File: config.mk
export PLATFORM = sky130hd
export DESIGN_NAME = padded_row_scheduler_flat
export DESIGN_NICKNAME = d
export VERILOG_FILES = /design/src/rtl/padded_row_pkg.sv /design/src/rtl/padded_row_scheduler_if.sv /design/src/rtl/row_lane_register.sv /design/src/rtl/padded_row_scheduler.sv /design/src/flat_wrapper.sv
export SDC_FILE = /design/constraint.sdc
export NUM_CORES = 1
export LEC_CHECK = 0
export CAP_MARGIN = 25
export CORE_MARGIN = 4
export CORE_UTILIZATION = 45
export CTS_CLUSTER_SIZE = 12
export DETAILED_ROUTE_END_ITERATION = 6
export GPL_ROUTABILITY_DRIVEN = 0
export PLACE_DENSITY = 0.75
export SYNTH_ARGS = -nofsm -noshare
export SYNTH_HDL_FRONTEND = slang
export SYNTH_SLANG_ARGS = --single-unit
export TNS_END_PERCENT = 30
File: constraint.sdc
create_clock -name clk -period 11.7 [get_ports clk]
set_input_delay 2.34 -clock clk [delete_from_list [all_inputs] [get_ports clk]]
set_output_delay 2.34 -clock clk [all_outputs]
set_load 0.01 [all_outputs]
File: src/rtl/padded_row_pkg.sv
// Shared types and helpers for the padded row scheduler: FSM states,
// lane geometry and the column-major read-address formula.
package padded_row_pkg;

   typedef enum logic [2:0] {
      IDLE,
      SWITCH,
      PAD,
      FETCH,
      DRAIN,
      EMIT,
      DONE
   } sched_state_t;

   localparam int LANE_W = 8;

   function automatic int row_w(input int img_w);
      return img_w + 2;
   endfunction

   // Buffer is column-major; padded row r maps to image row r-1.
   function automatic int unsigned rd_addr(input int unsigned col,
                                           input int unsigned row,
                                           input int unsigned img_h);
      return col * img_h + row - 1;
   endfunction

endpackage

File: src/rtl/padded_row_scheduler_if.sv
// Read-port and PE-row bundle between the scheduler (master) and the
// ping-pong buffer / PE array (slave).
interface padded_row_scheduler_if
   import padded_row_pkg::*;
#(
   parameter int IMG_W  = 32,
   parameter int ADDR_W = 16
);

   logic                            o_rd_en;
   logic [ADDR_W-1:0]               o_rd_addr;
   logic [LANE_W-1:0]               i_rd_data;
   logic [LANE_W*row_w(IMG_W)-1:0]  o_row_data;
   logic                            o_row_vld;
   logic                            i_row_rdy;
   logic [5:0]                      o_row_idx;

   modport master (
      output o_rd_en, o_rd_addr, o_row_data, o_row_vld, o_row_idx,
      input  i_rd_data, i_row_rdy
   );

   modport slave (
      input  o_rd_en, o_rd_addr, o_row_data, o_row_vld, o_row_idx,
      output i_rd_data, i_row_rdy
   );

endinterface

File: src/rtl/row_lane_register.sv
// Holds one padded row as NUM_LANES bytes; lane 0 is the MSB byte of row_data.
// Contents are frozen while the row is being offered downstream.
module row_lane_register
   import padded_row_pkg::*;
#(
   parameter int NUM_LANES = 34,
   parameter int IDX_W     = $clog2(NUM_LANES)
) (
   input  logic                        clk,
   input  logic                        rst,
   input  logic                        hold,
   input  logic                        fill_pad,
   input  logic                        edge_pad,
   input  logic [LANE_W-1:0]           pad_byte,
   input  logic                        wr_en,
   input  logic [IDX_W-1:0]            wr_lane,
   input  logic [LANE_W-1:0]           wr_data,
   output logic [LANE_W*NUM_LANES-1:0] row_data
);

   logic [LANE_W-1:0] lane_q [NUM_LANES];

   // Fill-all takes priority; edge lanes and data lanes never overlap.
   always_ff @(posedge clk or posedge rst) begin
      if (rst) begin
         for (int i = 0; i < NUM_LANES; i++) lane_q[i] <= '0;
      end else if (!hold) begin
         if (fill_pad) begin
            for (int i = 0; i < NUM_LANES; i++) lane_q[i] <= pad_byte;
         end else begin
            if (edge_pad) begin
               lane_q[0]           <= pad_byte;
               lane_q[NUM_LANES-1] <= pad_byte;
            end
            if (wr_en) lane_q[wr_lane] <= wr_data;
         end
      end
   end

   for (genvar k = 0; k < NUM_LANES; k++) begin : g_pack
      assign row_data[(NUM_LANES-1-k)*LANE_W +: LANE_W] = lane_q[k];
   end

endmodule

File: src/rtl/padded_row_scheduler.sv
// Sequences one frame out of the ping-pong buffer: swaps banks, fetches each
// image row column-major, and emits zero-padded rows to the PE array.
module padded_row_scheduler
   import padded_row_pkg::*;
#(
   parameter int IMG_W  = 32,
   parameter int IMG_H  = 32,
   parameter int ADDR_W = 16
) (
   input  logic                    clk,
   input  logic                    rst,
   input  logic                    en,
   input  logic                    i_buf_ready,
   input  logic [LANE_W-1:0]       i_pad_value,
   output logic                    o_switch_pingpong,
   padded_row_scheduler_if.master  bus,
   output logic                    o_frame_done,
   output logic                    o_busy
);

   localparam int ROW_LANES = row_w(IMG_W);
   localparam int ROW_CW    = $clog2(IMG_H + 3);
   localparam int COL_CW    = $clog2(IMG_W + 1);
   localparam int LANE_IW   = $clog2(ROW_LANES);
   localparam logic [ROW_CW-1:0] LAST_ROW = ROW_CW'(IMG_H + 1);
   localparam logic [COL_CW-1:0] LAST_COL = COL_CW'(IMG_W - 1);

   if (IMG_H + 1 > 63) begin : g_bad_height
      $error("IMG_H+1 does not fit the 6-bit row index");
   end
   if (ADDR_W < $clog2(IMG_W * IMG_H)) begin : g_bad_addr
      $error("ADDR_W too narrow for IMG_W*IMG_H");
   end

   sched_state_t         state_q, state_d;
   logic [ROW_CW-1:0]    row_q, row_d;
   logic [COL_CW-1:0]    col_q, col_d;
   logic [LANE_W-1:0]    pad_q, pad_d;
   logic                 rd_pend_q;
   logic [LANE_IW-1:0]   rd_lane_q;
   logic                 rd_en, switch_pulse, done_pulse, fill_pad, edge_pad;
   logic                 row_vld;
   logic [ADDR_W-1:0]    addr;

   always_ff @(posedge clk or posedge rst) begin
      if (rst) begin
         state_q <= IDLE;
         row_q   <= '0;
         col_q   <= '0;
         pad_q   <= '0;
      end else begin
         state_q <= state_d;
         row_q   <= row_d;
         col_q   <= col_d;
         pad_q   <= pad_d;
      end
   end

   // Every state except EMIT waits on en; a pending handshake is never
   // blocked so that valid cannot fall without acceptance.
   always_comb begin
      state_d      = state_q;
      row_d        = row_q;
      col_d        = col_q;
      pad_d        = pad_q;
      rd_en        = 1'b0;
      switch_pulse = 1'b0;
      done_pulse   = 1'b0;
      fill_pad     = 1'b0;
      edge_pad     = 1'b0;
      case (state_q)
         IDLE: begin
            if (en && i_buf_ready) state_d = SWITCH;
         end
         SWITCH: begin
            if (en) begin
               switch_pulse = 1'b1;
               pad_d        = i_pad_value;
               row_d        = '0;
               col_d        = '0;
               state_d      = PAD;
            end
         end
         PAD: begin
            if (en) begin
               fill_pad = 1'b1;
               state_d  = EMIT;
            end
         end
         FETCH: begin
            if (en) begin
               rd_en    = 1'b1;
               edge_pad = (col_q == '0);
               if (col_q == LAST_COL) begin
                  col_d   = '0;
                  state_d = DRAIN;
               end else begin
                  col_d = col_q + 1'b1;
               end
            end
         end
         DRAIN: begin
            if (en) state_d = EMIT;
         end
         EMIT: begin
            if (bus.i_row_rdy) begin
               row_d = row_q + 1'b1;
               if (row_q == LAST_ROW)      state_d = DONE;
               else if (row_d == LAST_ROW) state_d = PAD;
               else                        state_d = FETCH;
            end
         end
         DONE: begin
            if (en) begin
               done_pulse = 1'b1;
               state_d    = IDLE;
            end
         end
         default: state_d = IDLE;
      endcase
   end

   // Read data arrives one cycle after the strobe, independent of en.
   always_ff @(posedge clk or posedge rst) begin
      if (rst) begin
         rd_pend_q <= 1'b0;
         rd_lane_q <= '0;
      end else begin
         rd_pend_q <= rd_en;
         rd_lane_q <= LANE_IW'(col_q + 1'b1);
      end
   end

   assign addr    = ADDR_W'(rd_addr(32'(col_q), 32'(row_q), IMG_H));
   assign row_vld = (state_q == EMIT);

   row_lane_register #(
      .NUM_LANES (ROW_LANES)
   ) u_lanes (
      .clk      (clk),
      .rst      (rst),
      .hold     (row_vld),
      .fill_pad (fill_pad),
      .edge_pad (edge_pad),
      .pad_byte (pad_q),
      .wr_en    (rd_pend_q),
      .wr_lane  (rd_lane_q),
      .wr_data  (bus.i_rd_data),
      .row_data (bus.o_row_data)
   );

   assign bus.o_rd_en        = rd_en;
   assign bus.o_rd_addr      = rd_en ? addr : '0;
   assign bus.o_row_vld      = row_vld;
   assign bus.o_row_idx      = row_vld ? 6'(row_q) : 6'd0;
   assign o_switch_pingpong  = switch_pulse;
   assign o_frame_done       = done_pulse;
   assign o_busy             = (state_q != IDLE);

endmodule

File: src/flat_wrapper.sv
// flat-port wrapper written by rule: the top's interface ports become plain ports
module padded_row_scheduler_flat import padded_row_pkg::*;
#(
   parameter int IMG_W  = 32,
   parameter int IMG_H  = 32,
   parameter int ADDR_W = 16
)
  (clk, rst, en, i_buf_ready, i_pad_value, o_switch_pingpong, o_frame_done, o_busy, bus_o_rd_en, bus_o_rd_addr, bus_o_row_data, bus_o_row_vld, bus_o_row_idx, bus_i_rd_data, bus_i_row_rdy);
  padded_row_scheduler_if #(.IMG_W(IMG_W), .ADDR_W(ADDR_W)) bus_i ();
  input  logic clk;
  input  logic rst;
  input  logic en;
  input  logic i_buf_ready;
  input  logic [LANE_W-1:0] i_pad_value;
  output logic o_switch_pingpong;
  output logic o_frame_done;
  output logic o_busy;
  output wire logic [$bits(bus_i.o_rd_en)-1:0] bus_o_rd_en;
  output wire logic [$bits(bus_i.o_rd_addr)-1:0] bus_o_rd_addr;
  output wire logic [$bits(bus_i.o_row_data)-1:0] bus_o_row_data;
  output wire logic [$bits(bus_i.o_row_vld)-1:0] bus_o_row_vld;
  output wire logic [$bits(bus_i.o_row_idx)-1:0] bus_o_row_idx;
  input wire logic [$bits(bus_i.i_rd_data)-1:0] bus_i_rd_data;
  input wire logic [$bits(bus_i.i_row_rdy)-1:0] bus_i_row_rdy;
  assign bus_o_rd_en = bus_i.o_rd_en;
  assign bus_o_rd_addr = bus_i.o_rd_addr;
  assign bus_o_row_data = bus_i.o_row_data;
  assign bus_o_row_vld = bus_i.o_row_vld;
  assign bus_o_row_idx = bus_i.o_row_idx;
  assign bus_i.i_rd_data = bus_i_rd_data;
  assign bus_i.i_row_rdy = bus_i_row_rdy;
  padded_row_scheduler #(.IMG_W(IMG_W), .IMG_H(IMG_H), .ADDR_W(ADDR_W)) u_core (.clk(clk), .rst(rst), .en(en), .i_buf_ready(i_buf_ready), .i_pad_value(i_pad_value), .o_switch_pingpong(o_switch_pingpong), .bus(bus_i), .o_frame_done(o_frame_done), .o_busy(o_busy));
endmodule
==> results of run 1 <==
cell families (layout without fill, tap and decap cells):
logic type      after synthesis  after routing  synth area share [%]
buf+inv                     123            396                  3.92
compound gates              663            663                  28.1
fa+ha+maj                     7              7                 0.613
mux                           9              9                 0.700
xor+xnor                     19             19                  1.16
simple gates                403            403                  12.7
flops                       302            302                  52.9
sequential cells by signal, summed over array words and instances, names as in the netlist:
name,count
u_core.col_q,6
u_core.pad_q,8
u_core.rd_lane_q,6
u_core.rd_pend_q,1
u_core.row_q,6
u_core.state_q,3
u_core.u_lanes.row_data,272
cells in the final DEF, fill, tap and decap left out, types with 3 or more instances in the layout:
master / n
nor3_1: 4
inv_1: 5
o22ai_1: 18
clkdlybuf4s50_1: 311
and2_1: 7
buf_2: 8
clkinv_2: 3
a22oi_4: 29
clkbuf_16: 37
a22oi_2: 3
nor4b_2: 3
clkbuf_8: 7
clkbuf_1: 4
and3_1: 6
o21ai_0: 300
nand2_1: 45
xnor2_1: 15
nand3_1: 18
nor2_1: 280
a21oi_4: 8
o31ai_1: 5
nor2b_1: 6
ha_1: 7
nand4_1: 5
nand3b_1: 3
a22oi_1: 16
buf_4: 13
a22o_1: 3
xor2_1: 4
dfrtp_1: 302
a211oi_1: 4
mux2_2: 8
a21oi_1: 262
stage by stage:
stage,setup WS [ns],instance area [µm²],total power (W)
2_1_floorplan,1.01,14300,0.00328
3_3_place_gp,4.66,17600,0.00472
3_5_place_dp,4.56,17600,0.00480
4_1_cts,4.55,18700,0.00588
5_1_grt,4.36,18800,0.00621
6_report,4.57,18800,0.00587
path summary, 6_finish.rpt:
kind,startpoint,end,depth (start not counted)
max in group asynchronous,rst,u_core.u_lanes.row_data[259]$_DFFE_PP0P_,3
min in group asynchronous,rst,u_core.u_lanes.row_data[194]$_DFFE_PP0P_,2
worst min-delay path,u_core.u_lanes.row_data[186]$_DFFE_PP0P_,u_core.u_lanes.row_data[186]$_DFFE_PP0P_,2
worst max-delay path,en,bus_o_rd_addr[12],6
worst max register to register,u_core.state_q[1]$_DFFE_PP0P_,u_core.u_lanes.row_data[244]$_DFFE_PP0P_,7
worst min register to register,u_core.u_lanes.row_data[186]$_DFFE_PP0P_,u_core.u_lanes.row_data[186]$_DFFE_PP0P_,2
critical path: stages:
cell	delay, ns
clkdlybuf4s50_1	0.62
nand4b_2	0.43
nor2_1	0.35
o21ai_0	0.25
a211oi_1	0.23
clkdlybuf4s50_1	0.57
power groups by stage:
| stage | clock (W) | combinational [W] | sequential (W) |
|---|---|---|---|
| detailed placement | 0 | 0.00279 | 0.00202 |
| finish | 0.00105 | 0.00280 | 0.00202 |
| floorplan | 0 | 0.00118 | 0.00210 |
| global placement | 0 | 0.00271 | 0.00201 |
| global route | 0.00110 | 0.00304 | 0.00206 |
| CTS | 0.00107 | 0.00280 | 0.00201 |
synth_stat cells, drive strengths merged, types with 2 or more instances:
| cell type | count |
|---|---|
| a211oi | 4 |
| a21oi | 271 |
| a22o | 3 |
| a22oi | 48 |
| a31oi | 4 |
| a32o | 2 |
| and2 | 8 |
| and3 | 6 |
| and4 | 2 |
| and4bb | 2 |
| buf | 54 |
| clkbuf | 61 |
| dfrtp | 302 |
| ha | 7 |
| inv | 8 |
| mux2 | 8 |
| nand2 | 47 |
| nand2b | 2 |
| nand3 | 18 |
| nand3b | 4 |
| nand4 | 5 |
| nor2 | 281 |
| nor2b | 6 |
| nor3 | 4 |
| nor3b | 2 |
| nor4 | 3 |
| nor4b | 5 |
| o21ai | 302 |
| o22ai | 18 |
| o31ai | 5 |
| or2 | 3 |
| xnor2 | 15 |
| xor2 | 4 |
layer usage:
| metal | global-route usage [%] | share of wire (%) | vias up |
|---|---|---|---|
| li1 | - | - | 5889 |
| met1 | 39.6 | 41 | 6715 |
| met2 | 45.3 | 48 | 722 |
| met3 | 4.57 | 8.2 | 94 |
| met4 | 8.02 | 2.7 | 0 |
| met5 | 0 | 0 | - |
layout make-up:
class | count | share of cell area (%)
Multi-Input combinational cell | 1101 | 33.3
Timing Repair Buffer | 335 | 17.7
Sequential cell | 302 | 40.3
Inverter | 8 | 0.200
Clock buffer | 48 | 5.53
Clock inverter | 5 | 0.287
Tap cell | 402 | 2.68
==> results.toml, run 1 <==
[placement]
portBuffers = 319
dp_hpwl_um = 30700
placedCellCount = 2147

[timing]
max_freq_mhz = 140
clock_skew_ns = 0.0222
whs_ns = 0.526
fin_tns_setup_ns = 0
finalHoldViolCount = 0
finalSetupViolCount = 0
drv_slew = 0
min_period_ns = 7.13
finalCritPeriodShare_pct = 60.9
tightestPinTransition_ns = 1.04
relSlewSlack_pct = 31.0
rsz0062_at_grt = "no"

[logic_synthesis]
synthCells = 1526
synth_area_leader_cell = "dfrtp_1"
async_flop_share_pct = 100
synth_edf_count = 0
synth.area.top_cells = "dfrtp_1 53%, o21ai_0 11%, a21oi_1 9.2%"
mappedNetlistNets = 1554
syn_area_um2 = 14300
synth_seq_cells = 302
synth_seq_area_share_pct = 52.9
synth_cell_types = 63
synth_ff_type = "dfrtp_1"
yosys_warnings = 0
syn_area_per_cell_um2 = 9.37
synth_top_area_share_pct = 52.9

[global_routing]
grt_pass1_wl_um = 76600
overflow = 0
grt_max_degree = 189
antenna_found_initial = 0
grt_pass1_vias = 13100
grt.total_usage_pct = 28.1

[clock_tree]
post_cts_buffers = 0
cts.root.buffer_cell = "clkbuf_16"
clk_pin_slew_ns = 0.05
cts_resized = 0
cts_sinks = 302
cts_hold_buf = 0
clockBufferDepth = 3
cts_tree = "yes"
cts_buffers = 34
htree_levels = 2
clk_latency_ns = 0.51

[setup_path]
cp_data_arrival_time_ns = 4.79
startpoint_type = "input pin"
setup.worst_path.end_class = "output pin"
worstSetupPathType = "input pin to output pin"
timing.reg2reg.setup_slack_ns = 8.18
crit_required_ns = 9.36
cp_max_fo = 16

[power]
p_leak_nw = 7.28
p_sw_w = 0.00228
ir_drop_mv = 0.217
clkPwrFrac_pct = 17.9
seqPwrFrac_pct = 34.4
swShare_pct = 38.8
comb_power_share_pct = 47.7
p_per_area_nw_per_um2 = 313
p_int_w = 0.00359

[drt]
wl_per_cell_um = 23.0
drtIter0Drc = 1394
ant_nets = 0
num_vias = 13400
drc = 1
vias_per_cell = 6.10
dr.pass1.iters = 7
wl_um = 50600

[finish]
final_cells = 2201
nNetsFinal = 1810
area_growth_pct = 31.2
drive_above_1_share_pct = 8.17
seqCellArea_um2 = 7560
n_fill_cell = 2643
fin_util_pct = 59.6
n_antenna_cell = 0
multi_input_area_um2 = 6260

[run_status]
status = "complete, but fails checks"
violations = "design-rule violations"

[worst_hold_path]
min_path_type = "flop to flop"

[floorplanning]
ioPinCount = 320
dieArea_um2 = 34700
core-area_um2 = 31500
rows = 65
die_w_um = 186
start_util_pct = 45.4
die_y_um = 186

[job]
max-cap-violations = 0
Note: power is estimated with default switching activity, not from simulation.
==> run 2, diff against run 1 <==
--- a/config.mk
+++ b/config.mk
@@ -11,7 +11,7 @@
 export CTS_CLUSTER_SIZE = 12
 export DETAILED_ROUTE_END_ITERATION = 6
 export GPL_ROUTABILITY_DRIVEN = 0
-export PLACE_DENSITY = 0.75
+export PLACE_DENSITY = 0.77
 export SYNTH_ARGS = -nofsm -noshare
 export SYNTH_HDL_FRONTEND = slang
 export SYNTH_SLANG_ARGS = --single-unit
==> constraint.sdc (replaced) <==
create_clock -name clk -period 6.5 [get_ports clk]
set_input_delay 1.3 -clock clk [delete_from_list [all_inputs] [get_ports clk]]
set_output_delay 1.3 -clock clk [all_outputs]
set_load 0.01 [all_outputs]
==> run 2 against run 1 <==
  * The run now ends clean
  * Via count grew 0.69%
  * Design area grew 0.11%
  * First-iteration DRC count up 11%
  * Register-to-register slack worse by 5.1 ns
  * Core utilization increased by 0.064 points
  * Die area is the same
  * Sequential share of layout area about the same
  * Critical path depth unchanged
  * Combinational power is 80% higher
  * Clock skew fell by 0.0097 ns
  * Power increased by 80%
  * Hold slack gained 0.0044 ns
  * Highest routed layer unchanged
==> results.toml, run 2 (same netlist as run 1, synthesis figures left out) <==
[run_status]
status = "completed"

[power]
comb_power_share_pct = 47.7
swShare_pct = 39.0
p_leak_nw = 7.28
p_sw_w = 0.00413
clkPwrFrac_pct = 18.0
p_int_w = 0.00646
p_per_area_nw_per_um2 = 564
seqPwrFrac_pct = 34.3
p_total_w = 0.0106
ir_drop_mv = 0.307

[floorplanning]
ioPinCount = 320
dieArea_um2 = 34700
start_util_pct = 45.4
die_w_um = 186
core-area_um2 = 31500
rows = 65
die_y_um = 186

[finish]
n_antenna_cell = 0
final_common_cell = "clkdlybuf4s50_1"
final_cells = 2205
fin_util_pct = 59.7
most-common-layout-cells = "311 x clkdlybuf4s50_1, 302 x dfrtp_1, 300 x o21ai_0"
nNetsFinal = 1811
largest_register_ffs = 272
area_growth_pct = 31.4
drive_above_1_share_pct = 8.15

[timing]
min_period_ns = 5.21
whs_ns = 0.530
finalSetupViolCount = 0
relSlewSlack_pct = 28.6
drv_slew = 0
rsz0062_at_grt = "no"
clock_skew_ns = 0.0125
finalCritPeriodShare_pct = 80.2
max_freq_mhz = 192
finalHoldViolCount = 0
fin_tns_setup_ns = 0
tightestPinTransition_ns = 1.07

[global_routing]
antenna_found_initial = 0
grt.total_usage_pct = 28.4
overflow = 0
grt_pass1_vias = 13300
grt_pass1_wl_um = 77100
grt_max_degree = 173

[setup_path]
cp_max_fo = 16
crit_required_ns = 5.20
startpoint_type = "input pin"
cp_data_arrival_time_ns = 3.91
setup.worst_path.end_class = "output pin"
worstSetupPathType = "input pin to output pin"

[clock_tree]
cts.root.buffer_cell = "clkbuf_16"
cts_resized = 0
clk_pin_slew_ns = 0.06
cts_tree = "yes"
cts_buffers = 34
htree_levels = 2
cts_hold_buf = 0
cts_sinks = 302
post_cts_buffers = 0
clk_latency_ns = 0.51
clockBufferDepth = 3

[drt]
ant_nets = 0
drc = 0
wl_per_cell_um = 23.1
drtIter0Drc = 1546
num_vias = 13500
vias_per_cell = 6.13
wl_um = 51000
dr.pass1.iters = 6

[placement]
placedCellCount = 2148
portBuffers = 319
dp_hpwl_um = 31400

[job]
max-cap-violations = 0

[worst_hold_path]
min_path_type = "flop to flop"
[run 2: cell types whose count changed in the layout (fill, tap and decap cells not counted)]
cell | previous run | this run
buf_12 | 2 | 3
clkinv_2 | 3 | 4
clkinv_4 | 0 | 2
inv_6 | 1 | 0
bufinv_16 | 1 | 2
clkbuf_8 | 7 | 3
clkbuf_1 | 4 | 8
clkinvlp_4 | 0 | 1
inv_8 | 1 | 0
[run 2: stage by stage]
stage	setup WS (ns)	area [µm²]
after floorplan	1.18	14300
after global placement	1.53	17700
after detailed placement	1.34	17700
after CTS	1.34	18800
after global routing	1.15	18800
final	1.29	18800
[run 2: cell type report]
| type | count | area [µm²] |
|---|---|---|
| fillers | 2639 | 12700 |
| flip-flops and latches | 302 | 7560 |
| multi-input cells | 1101 | 6260 |
| repair buffers | 336 | 3340 |
| clock buffers | 48 | 997 |
| well taps | 402 | 503 |
| clock inverters | 8 | 97.6 |
| inverters | 8 | 33.8 |
[run 2: final timing paths]
path | slack, ns | start | endpoint | depth (start not counted)
min reg2reg | 0.53 | u_core.u_lanes.row_data[248]$_DFFE_PP0P_ | u_core.u_lanes.row_data[248]$_DFFE_PP0P_ | 2
min in group asynchronous | 1.33 | rst | u_core.u_lanes.row_data[213]$_DFFE_PP0P_ | 3
min | 0.53 | u_core.u_lanes.row_data[248]$_DFFE_PP0P_ | u_core.u_lanes.row_data[248]$_DFFE_PP0P_ | 2
max | 1.29 | en | bus_o_rd_addr[14] | 6
max reg2reg | 3.07 | u_core.state_q[2]$_DFFE_PP0P_ | u_core.u_lanes.row_data[107]$_DFFE_PP0P_ | 6
max in group asynchronous | 4.30 | rst | u_core.u_lanes.row_data[72]$_DFFE_PP0P_ | 3
[run 2: worst max-delay path: stages]
cell	delay, ns
clkdlybuf4s50_1	0.63
nand4b_2	0.45
nor2_1	0.37
o21ai_0	0.26
a211oi_1	0.30
clkdlybuf4s50_1	0.60
[run 2: power groups by stage]
stage	combinational [W]	clock, W	sequential (W)
3_5_place_dp	0.00503	0	0.00362
6_report	0.00505	0.00191	0.00363
4_1_cts	0.00506	0.00193	0.00361
2_1_floorplan	0.00212	0	0.00379
3_3_place_gp	0.00487	0	0.00362
5_1_grt	0.00547	0.00201	0.00372
[run 2: per-layer routing]
layer | share of wire, % | global-route usage, %
met1 | 40 | 39.1
met2 | 47 | 44.0
met3 | 9.0 | 5.29
met4 | 4.5 | 12.6
met5 | 0 | 0
